[src/rtl/lb_drain_if.sv]
// Bundles the drain-request, line-buffer R0 read port and beat-stream signals of lb_drain_ctrl.
// slave is the controller's view; master is the view of the surrounding environment.
interface lb_drain_if #(
    parameter int ADDR_W = 5,
    parameter int DATA_W = 128,
    parameter int BEATS  = 4,
    parameter int ID_W   = 4
);
    localparam int BEAT_W = $clog2(BEATS);
    localparam int LINE_W = ADDR_W - BEAT_W;

    logic              req_valid;
    logic              req_ready;
    logic [LINE_W-1:0] req_line;
    logic [BEAT_W-1:0] req_beat;
    logic [ID_W-1:0]   req_id;

    logic [ADDR_W-1:0] R0_addr;
    logic              R0_en;
    logic [DATA_W-1:0] R0_data;

    logic              out_valid;
    logic              out_ready;
    logic [DATA_W-1:0] out_data;
    logic [BEAT_W-1:0] out_beat;
    logic              out_last;
    logic [ID_W-1:0]   out_id;

    logic              busy;

    modport slave (
        input  req_valid, req_line, req_beat, req_id, R0_data, out_ready,
        output req_ready, R0_addr, R0_en, out_valid, out_data, out_beat, out_last, out_id, busy
    );

    modport master (
        output req_valid, req_line, req_beat, req_id, R0_data, out_ready,
        input  req_ready, R0_addr, R0_en, out_valid, out_data, out_beat, out_last, out_id, busy
    );
endinterface

[src/rtl/lb_drain_ctrl.sv]
// Line-buffer drain controller: reads one line beat-by-beat over R0 into a 2-entry FIFO and streams it out.
// Optional LB_DRAIN_CRIT_FIRST_EN: start the drain at req_beat and wrap; otherwise always start at beat 0.
module lb_drain_ctrl #(
    parameter int ADDR_W = 5,
    parameter int DATA_W = 128,
    parameter int BEATS  = 4,
    parameter int ID_W   = 4
) (
    input  logic      clk,
    input  logic      rst,
    lb_drain_if.slave bus
);
    localparam int BEAT_W = $clog2(BEATS);
    localparam int LINE_W = ADDR_W - BEAT_W;

    typedef enum logic {IDLE, READ} state_t;

    state_t            state_reg, state_next;
    logic [LINE_W-1:0] line_reg, line_next;
    logic [BEAT_W-1:0] beat_reg, beat_next;
    logic [BEAT_W-1:0] cnt_reg, cnt_next;
    logic [ID_W-1:0]   id_reg, id_next;
    logic              ready_en_reg;
    logic [1:0]        occ_reg, occ_next;
    logic              wr_ptr_reg, rd_ptr_reg;

    logic [DATA_W-1:0] data_mem [2];
    logic [BEAT_W-1:0] beat_mem [2];
    logic              last_mem [2];
    logic [ID_W-1:0]   id_mem   [2];

    logic              head_valid;
    logic              pop;
    logic              room;
    logic              issue;
    logic              issue_last;
    logic [BEAT_W-1:0] start_beat;

`ifdef LB_DRAIN_CRIT_FIRST_EN
    assign start_beat = bus.req_beat;
`else
    assign start_beat = '0;
`endif

    assign head_valid = (occ_reg != 2'd0);
    assign pop        = head_valid & bus.out_ready;
    // A slot freed by this cycle's pop can be refilled in the same cycle.
    assign room       = (occ_reg - {1'b0, pop}) < 2'd2;

    always_comb begin
        state_next = state_reg;
        line_next  = line_reg;
        beat_next  = beat_reg;
        cnt_next   = cnt_reg;
        id_next    = id_reg;
        issue      = 1'b0;
        issue_last = 1'b0;
        case (state_reg)
            IDLE: begin
                if (ready_en_reg && bus.req_valid) begin
                    line_next  = bus.req_line;
                    id_next    = bus.req_id;
                    beat_next  = start_beat;
                    cnt_next   = '0;
                    state_next = READ;
                end
            end
            READ: begin
                if (room) begin
                    issue      = 1'b1;
                    issue_last = (cnt_reg == BEAT_W'(BEATS - 1));
                    beat_next  = beat_reg + BEAT_W'(1);
                    cnt_next   = cnt_reg + BEAT_W'(1);
                    if (issue_last) begin
                        state_next = IDLE;
                    end
                end
            end
            default: state_next = IDLE;
        endcase
    end

    always_comb begin
        occ_next = occ_reg;
        case ({issue, pop})
            2'b10:   occ_next = occ_reg + 2'd1;
            2'b01:   occ_next = occ_reg - 2'd1;
            default: occ_next = occ_reg;
        endcase
    end

    always_ff @(posedge clk or posedge rst) begin
        if (rst) begin
            state_reg    <= IDLE;
            line_reg     <= '0;
            beat_reg     <= '0;
            cnt_reg      <= '0;
            id_reg       <= '0;
            ready_en_reg <= 1'b0;
            occ_reg      <= 2'd0;
            wr_ptr_reg   <= 1'b0;
            rd_ptr_reg   <= 1'b0;
        end else begin
            state_reg    <= state_next;
            line_reg     <= line_next;
            beat_reg     <= beat_next;
            cnt_reg      <= cnt_next;
            id_reg       <= id_next;
            ready_en_reg <= 1'b1;
            occ_reg      <= occ_next;
            if (issue) wr_ptr_reg <= ~wr_ptr_reg;
            if (pop)   rd_ptr_reg <= ~rd_ptr_reg;
        end
    end

    // Payload storage needs no reset: occupancy alone decides what is valid.
    always_ff @(posedge clk) begin
        if (issue) begin
            data_mem[wr_ptr_reg] <= bus.R0_data;
            beat_mem[wr_ptr_reg] <= beat_reg;
            last_mem[wr_ptr_reg] <= issue_last;
            id_mem[wr_ptr_reg]   <= id_reg;
        end
    end

    assign bus.req_ready = (state_reg == IDLE) & ready_en_reg;
    assign bus.R0_en     = issue;
    assign bus.R0_addr   = issue ? {line_reg, beat_reg} : '0;
    assign bus.out_valid = head_valid;
    assign bus.out_data  = data_mem[rd_ptr_reg];
    assign bus.out_beat  = beat_mem[rd_ptr_reg];
    assign bus.out_last  = last_mem[rd_ptr_reg];
    assign bus.out_id    = id_mem[rd_ptr_reg];
    assign bus.busy      = (state_reg != IDLE) | head_valid;
endmodule

[src/flat_wrapper.sv]
// flat-port wrapper written by rule: the top's interface ports become plain ports
module lb_drain_ctrl_flat 
#(
    parameter int ADDR_W = 5,
    parameter int DATA_W = 128,
    parameter int BEATS  = 4,
    parameter int ID_W   = 4
)
  (clk, rst, bus_req_valid, bus_req_line, bus_req_beat, bus_req_id, bus_R0_data, bus_out_ready, bus_req_ready, bus_R0_addr, bus_R0_en, bus_out_valid, bus_out_data, bus_out_beat, bus_out_last, bus_out_id, bus_busy);
  lb_drain_if #(.ADDR_W(ADDR_W), .DATA_W(DATA_W), .BEATS(BEATS), .ID_W(ID_W)) bus_i ();
  input  logic clk;
  input  logic rst;
  input wire logic [$bits(bus_i.req_valid)-1:0] bus_req_valid;
  input wire logic [$bits(bus_i.req_line)-1:0] bus_req_line;
  input wire logic [$bits(bus_i.req_beat)-1:0] bus_req_beat;
  input wire logic [$bits(bus_i.req_id)-1:0] bus_req_id;
  input wire logic [$bits(bus_i.R0_data)-1:0] bus_R0_data;
  input wire logic [$bits(bus_i.out_ready)-1:0] bus_out_ready;
  output wire logic [$bits(bus_i.req_ready)-1:0] bus_req_ready;
  output wire logic [$bits(bus_i.R0_addr)-1:0] bus_R0_addr;
  output wire logic [$bits(bus_i.R0_en)-1:0] bus_R0_en;
  output wire logic [$bits(bus_i.out_valid)-1:0] bus_out_valid;
  output wire logic [$bits(bus_i.out_data)-1:0] bus_out_data;
  output wire logic [$bits(bus_i.out_beat)-1:0] bus_out_beat;
  output wire logic [$bits(bus_i.out_last)-1:0] bus_out_last;
  output wire logic [$bits(bus_i.out_id)-1:0] bus_out_id;
  output wire logic [$bits(bus_i.busy)-1:0] bus_busy;
  assign bus_i.req_valid = bus_req_valid;
  assign bus_i.req_line = bus_req_line;
  assign bus_i.req_beat = bus_req_beat;
  assign bus_i.req_id = bus_req_id;
  assign bus_i.R0_data = bus_R0_data;
  assign bus_i.out_ready = bus_out_ready;
  assign bus_req_ready = bus_i.req_ready;
  assign bus_R0_addr = bus_i.R0_addr;
  assign bus_R0_en = bus_i.R0_en;
  assign bus_out_valid = bus_i.out_valid;
  assign bus_out_data = bus_i.out_data;
  assign bus_out_beat = bus_i.out_beat;
  assign bus_out_last = bus_i.out_last;
  assign bus_out_id = bus_i.out_id;
  assign bus_busy = bus_i.busy;
  lb_drain_ctrl #(.ADDR_W(ADDR_W), .DATA_W(DATA_W), .BEATS(BEATS), .ID_W(ID_W)) u_core (.clk(clk), .rst(rst), .bus(bus_i));
endmodule
[config.mk]
export PLATFORM = sky130hd
export DESIGN_NAME = lb_drain_ctrl_flat
export DESIGN_NICKNAME = d
export VERILOG_FILES = /design/src/rtl/lb_drain_if.sv /design/src/rtl/lb_drain_ctrl.sv /design/src/flat_wrapper.sv
export SDC_FILE = /design/constraint.sdc
export NUM_CORES = 1
export LEC_CHECK = 0
export ABC_AREA = 1
export BUFFER_PORTS_ARGS = -buffer_cell sky130_fd_sc_hd__buf_4
export CAP_MARGIN = 20
export CORE_MARGIN = 2
export CORE_UTILIZATION = 45
export DETAILED_ROUTE_END_ITERATION = 10
export PLACE_DENSITY = 0.7
export SLEW_MARGIN = 20
export SYNTH_ARGS = -nofsm -noshare
export SYNTH_HDL_FRONTEND = slang
export SYNTH_SLANG_ARGS = --single-unit
[constraint.sdc]
create_clock -name clk -period 18.2 [get_ports clk]
set_input_delay 2.73 -clock clk [delete_from_list [all_inputs] [get_ports clk]]
set_output_delay 2.73 -clock clk [all_outputs]
set_load 0.03 [all_outputs]
======== Word-level counts from Yosys, hierarchy flattened ========
Memories as Yosys holds them, arrays and structs flattened.
Index checks and enable logic that the tools add are counted.
storage, ports and cells
  register bits after elaboration ......... 17
  bits in latches ......................... 0
  RAM bits ................................ 270
  ROM bits ................................ 0
  input port bits ......................... 141
  output and inout bits ................... 144
  logic and storage cells ................. 52
  memories kept ........................... 4
cells by class
  $add $sub $neg .......................... 5
  $mul .................................... 0
  div/mod/pow operators ................... 0
  order comparisons ....................... 1
  equal/unequal tests ..................... 5
  shift operators ......................... 0
  muxes and demuxes ....................... 17
  bitwise gates (word level) .............. 6
  reductions and logical operators ........ 5
memory list
  memory           words  bits a word  read ports  clocked after Yosys merged registers in  wr ports  line                 RTL
  u_core.data_mem  2      128          1           0                                        1         lb_drain_ctrl.sv:27  logic [DATA_W-1:0] data_mem [2];
  u_core.id_mem    2      4            1           0                                        1         lb_drain_ctrl.sv:30  logic [ID_W-1:0] id_mem [2];
  u_core.beat_mem  2      2            1           0                                        1         lb_drain_ctrl.sv:28  logic [BEAT_W-1:0] beat_mem [2];
  u_core.last_mem  2      1            1           0                                        1         lb_drain_ctrl.sv:29  logic last_mem [2];
operators by type and width
  operator                                                                count
  2-bit case mux with 2 select lines                                      3
  1-bit two-way mux                                                       9
  2-bit by 1-bit adder with 2-bit output (second input constant)          3
  2-bit two-way mux                                                       3
  5-bit two-way mux                                                       1
  2-bit equality test (second input constant)                             2
  2-bit AND reduction                                                     2
  2-bit nonzero test                                                      2
  1-bit NOT                                                               3
  1-bit bitwise AND                                                       2
  2-bit by 1-bit equality test with 1-bit output (second input constant)  1
  2-bit < comparator (second input constant)                              1
  2-bit by 1-bit != test with 1-bit output (second input constant)        1
  2-bit != test (second input constant)                                   1
  1-bit case mux with 2 select lines                                      1
  2-bit by 1-bit subtractor with 2-bit output                             1
  2-bit by 1-bit subtractor with 2-bit output (second input constant)     1
  1-bit logical AND                                                       1
  1-bit bitwise OR                                                        1

======== Logic depth before layout (Yosys ltp) ========
  depth after elaboration ................. 8
  gate-level depth with buffers ........... 10
  mapped depth without buffers ............ 9

======== Worst setup path before layout ========
Ideal clock, no wire load.
  path kind ............................... input port to flip-flop
  from .................................... input port bus_out_ready
  to ...................................... memory u_core.beat_mem[1][0] (netlist bit), enable pin
  setup time .............................. 634 ps
  data arrival time ....................... 8744 ps
  required time ........................... 17566 ps
  path slack .............................. 8822 ps
  stages .................................. 5
  path buffers ............................ 1
  cells stage by stage .................... nand2_1 nand2_2 nand2_4 buf_8 nor2_1
between the ends
  longest elaborated chain between the ends .. 7
RTL lines
  item                                         line                  RTL
  start, declared                              flat_wrapper.sv:18    input wire logic [$bits(bus_i.out_ready)-1:0] bus_out_ready;
  1-bit bitwise AND                            lb_drain_ctrl.sv:46   assign pop = head_valid & bus.out_ready;
  2-bit by 1-bit subtractor with 2-bit output  lb_drain_ctrl.sv:48   assign room = (occ_reg - {1'b0, pop}) < 2'd2;
  2-bit < comparator                           lb_drain_ctrl.sv:48
  1-bit two-way mux                            lb_drain_ctrl.sv:69   if (room) begin
  1-bit two-way mux                            lb_drain_ctrl.sv:58   case (state_reg)
  1-bit two-way mux                            lb_drain_ctrl.sv:118  if (issue) begin
  1-bit two-way mux (implied by the code)      lb_drain_ctrl.sv:120  beat_mem[wr_ptr_reg] <= beat_reg;
  end, declared                                lb_drain_ctrl.sv:28
No other way between the ends.

======== Final worst setup path ========
  from .................................... input port bus_out_ready
  to ...................................... output port bus_R0_en
between the ends
  longest elaborated chain between the ends .. 5
RTL lines
  item                                         line                 RTL
  1-bit bitwise AND                            lb_drain_ctrl.sv:46
  2-bit by 1-bit subtractor with 2-bit output  lb_drain_ctrl.sv:48
  2-bit < comparator                           lb_drain_ctrl.sv:48
  1-bit two-way mux                            lb_drain_ctrl.sv:69
  1-bit two-way mux                            lb_drain_ctrl.sv:58
  end, declared                                flat_wrapper.sv:21   output wire logic [$bits(bus_i.R0_en)-1:0] bus_R0_en;
No other way between the ends.

==> summary.md <==
| Metric | Value |
|---|---|
| Port bufs | 282 |
| CP most frequent cell | buf_4 |
| Clock slew at reported path FFs | about 0.06 ns |
| Post-synthesis cell count | between 800 and 900 |
| Worst hold path stage count | 0 |
| Syn Area/Cell | around 13 um2 |
| Die area | around 0.025 mm2 |
| Die width | approximately 160 um |
| DRT Pass-1 Iters | 5 |
| Antenna violations before repair | 0 |
| RSZ-0062 raised after global routing | no |
| Vias in the first global route | a little under 7,000 |
| Crit share post-route | 0.342 |
| Root buf cell | clkbuf_16 |
| #FFs+latches synth | 287 |
| Reg2Reg Launch Point | u_core.occ_reg[0] |
| CTS sink count | ~290 |
| Most area-hungry cell type in the Yosys netlist | edfxtp_1 |
| Slew HR | 0.302 |
| Least-Margin Pin Slew | ~1.0 ns |
| Placed insts | about 1,400 |
| Crit start category | primary input |
| Post-Route Setup TNS | 0 ns |
| Largest register FFs | roughly 260 |
| Antenna diodes | 0 |
| Vias | about 6,700 |
| Row count | 56 |
| Number of synthesized flops with an enable pin | 270 |
| WL/cell | about 16 um |
| Worst Setup End Kind | output port |
| Number of CTS-inserted buffers | 30 |
| WL final | 22,800 um |
| Final Max Tran Viols | 0 |
| Layout area overhead | 31.9% |
| Tmin final | between 6 and 7 ns |
| Critical R2R Capture | u_core.data_mem[0][104] |
| Post-synthesis sequential area ratio | 0.801 |
| Pwr dens | just over 200 mW/mm2 |
| Post-CTS setup buffer count | 0 |
| Core Area | 0.0233 mm2 |
| Placed wire-length estimate | 14,100 um |
| Worst Hold End | u_core.id_mem[1][2] |
| Via density | approximately 4.6 |
| Placement-stage cell area | roughly 0.013 mm2 |
| Crit-path cells | buf_4 > nand2_1 > nand2_2 > nand2_4 > inv_1 > buf_4 |
| Total track usage | 0.176 |
| Clk_skew | around 0.0098 ns |
| Synth cell types | 22 |
| Number of hold violations in the final report | 0 |
| Critical Path Source | bus_out_ready |
| Top Registers | u_core.data_mem (256), u_core.id_mem (8) |
| Die span in y | around 160 um |
| R2R depth | 6 |
| Slowest stage delay, CP | roughly 0.19 ns |
| Initial Utilization | 0.456 |
| Top delay family on crit path | buffers and inverters |
| Largest reg by FF count | u_core.data_mem |
| Layout cells sized above 1 | 0.307 |
| Count of cells resized by post-cts repair | 0 |
| F_max | ~160 MHz |
| Antenna-violating nets left | 0 |
| First-pass GRT wire length | 34,100 um |
| Final instance area | roughly 0.014 mm2 |
| Share of the synthesized area in the top cell type | 0.761 |
| RD Place Congestion | ~0.74 |
| IR drop worst, VDD | 0.108 mV |
| Classification of the worst setup path | primary input to output port |
| Synth Cell Area | roughly 0.011 mm2 |
| Pleak | about 6 nW |
| Dominant cells by area after synthesis | edfxtp_1 76%, nand2_1 15%, dfrtp_1 4.0%, buf_2 1.0%, inv_1 0.63% |
| Crit path buf inv count | 3 |
| Bufs on Longest Clock Path | 3 |
| Primary FF master, synth | edfxtp_1 |
| Post-CTS Hold Buffers | 0 |
| Worst hold path startpoint | u_core.id_reg[2] |
| Asr flop ratio synth | 0.0592 |
| Final Setup Violations | 0 |
| CTS tree | yes |
| # nets final | 1,240 |
| R2r setup slk | between 15 and 20 ns |
| Required @ worst endpoint | ~15 ns |
| CP arrival | about 3.5 ns |
| Synth top cells by count | 430 x nand2_1, 270 x edfxtp_1, 22 x buf_2 |
| Worst path slowest cell | nand2_4 |
| Fillers | roughly 1,800 |
| Total grt overflow | 0 |
| DR iter-0 viols | about 340 |
| Htree depth | 1 |
| Fin cells | approximately 1,400 |
| Synth Net Count | between 900 and 1,000 |
| Crit Path Max Fanout | 16 |
| Clock Latency Late Sink | 0.54 ns |
| Number of I/O pins | ~290 |
| Largest net degree at the start of global routing | 78 |
| Status | complete, no violations |
| Hold Path Class | register to register |
| # DRC | 0 |
| Warnings from Yosys | 0 |
| Count leader, synth | nand2_1 |
| Maxcap violations | 0 |
==> metal layers <==
metal	global-route usage	vias up	share of wire
met4	0.0805	0	0.041
met2	0.305	216	0.50
met3	0.0452	57	0.079
met1	0.206	3144	0.38
met5	0	-	0
li1	-	3277	-
==> layout by cell type, fill, tap and decap left out, drive strengths merged <==
| master | n |
|---|---|
| xnor2 | 1 |
| conb | 1 |
| edfxtp | 270 |
| inv | 22 |
| xor2 | 2 |
| bufinv | 4 |
| buf | 288 |
| ha | 2 |
| nand2 | 433 |
| o21ai | 1 |
| nor3 | 1 |
| nand3 | 11 |
| dfrtp | 17 |
| clkinv | 11 |
| nor2 | 13 |
| a21oi | 4 |
| clkbuf | 40 |
==> through the flow <==
step           utilization  hold WS, ns  power [mW]  worst slack, ns
6_report             0.602        0.483        2.87            11.97
5_1_grt              0.602        0.508        3.03            11.91
4_1_cts              0.602        0.485        2.91            11.97
3_5_place_dp         0.559        0.468        2.29            11.96
3_3_place_gp         0.559        0.448        2.27            11.97
2_1_floorplan            -        0.442        1.87             8.82
==> logic make-up after synthesis <==
kind of cell | Yosys count | synth area share
other cells | 1 | 0.000352
compound gates | 5 | 0.00235
flops | 287 | 0.801
xor+xnor | 3 | 0.00247
fa+ha+maj | 2 | 0.00235
buf+inv | 52 | 0.0261
simple gates | 458 | 0.165
==> worst max path at each step <==
stage / endpoint / slack, ns / cells past startpoint
finish: bus_R0_en / 11.97 / 6
global route: bus_R0_en / 11.91 / 6
CTS: bus_R0_en / 11.97 / 6
detailed placement: bus_R0_en / 11.96 / 6
global placement: bus_R0_en / 11.97 / 6
floorplan: u_core.beat_mem[1][0] / 8.82 / 5
==> report_power, final <==
| part | switching, mW | total [mW] | internal [mW] |
|---|---|---|---|
| Clock | 0.240 | 0.615 | 0.375 |
| Combinational | 0.827 | 1.19 | 0.359 |
| Sequential | 0.0798 | 1.07 | 0.989 |
==> layout make-up <==
type,instances,area (um2),area share
Timing Repair Buffer,288,2160,0.154
Sequential cell,287,8540,0.608
Multi-Input combinational cell,469,1850,0.132
Tap cell,319,399,0.0284
Clock buffer,40,830,0.0591
Inverter,21,81.3,0.00579
Clock inverter,16,180,0.0128
==> worst register-to-register path, delay by kind of cell, from the launching register on <==
family,cells,cell delay [ns]
flops,1,0.41
buf+inv,2,0.93
simple gates,4,0.67
(Power assumes the default switching activity.)
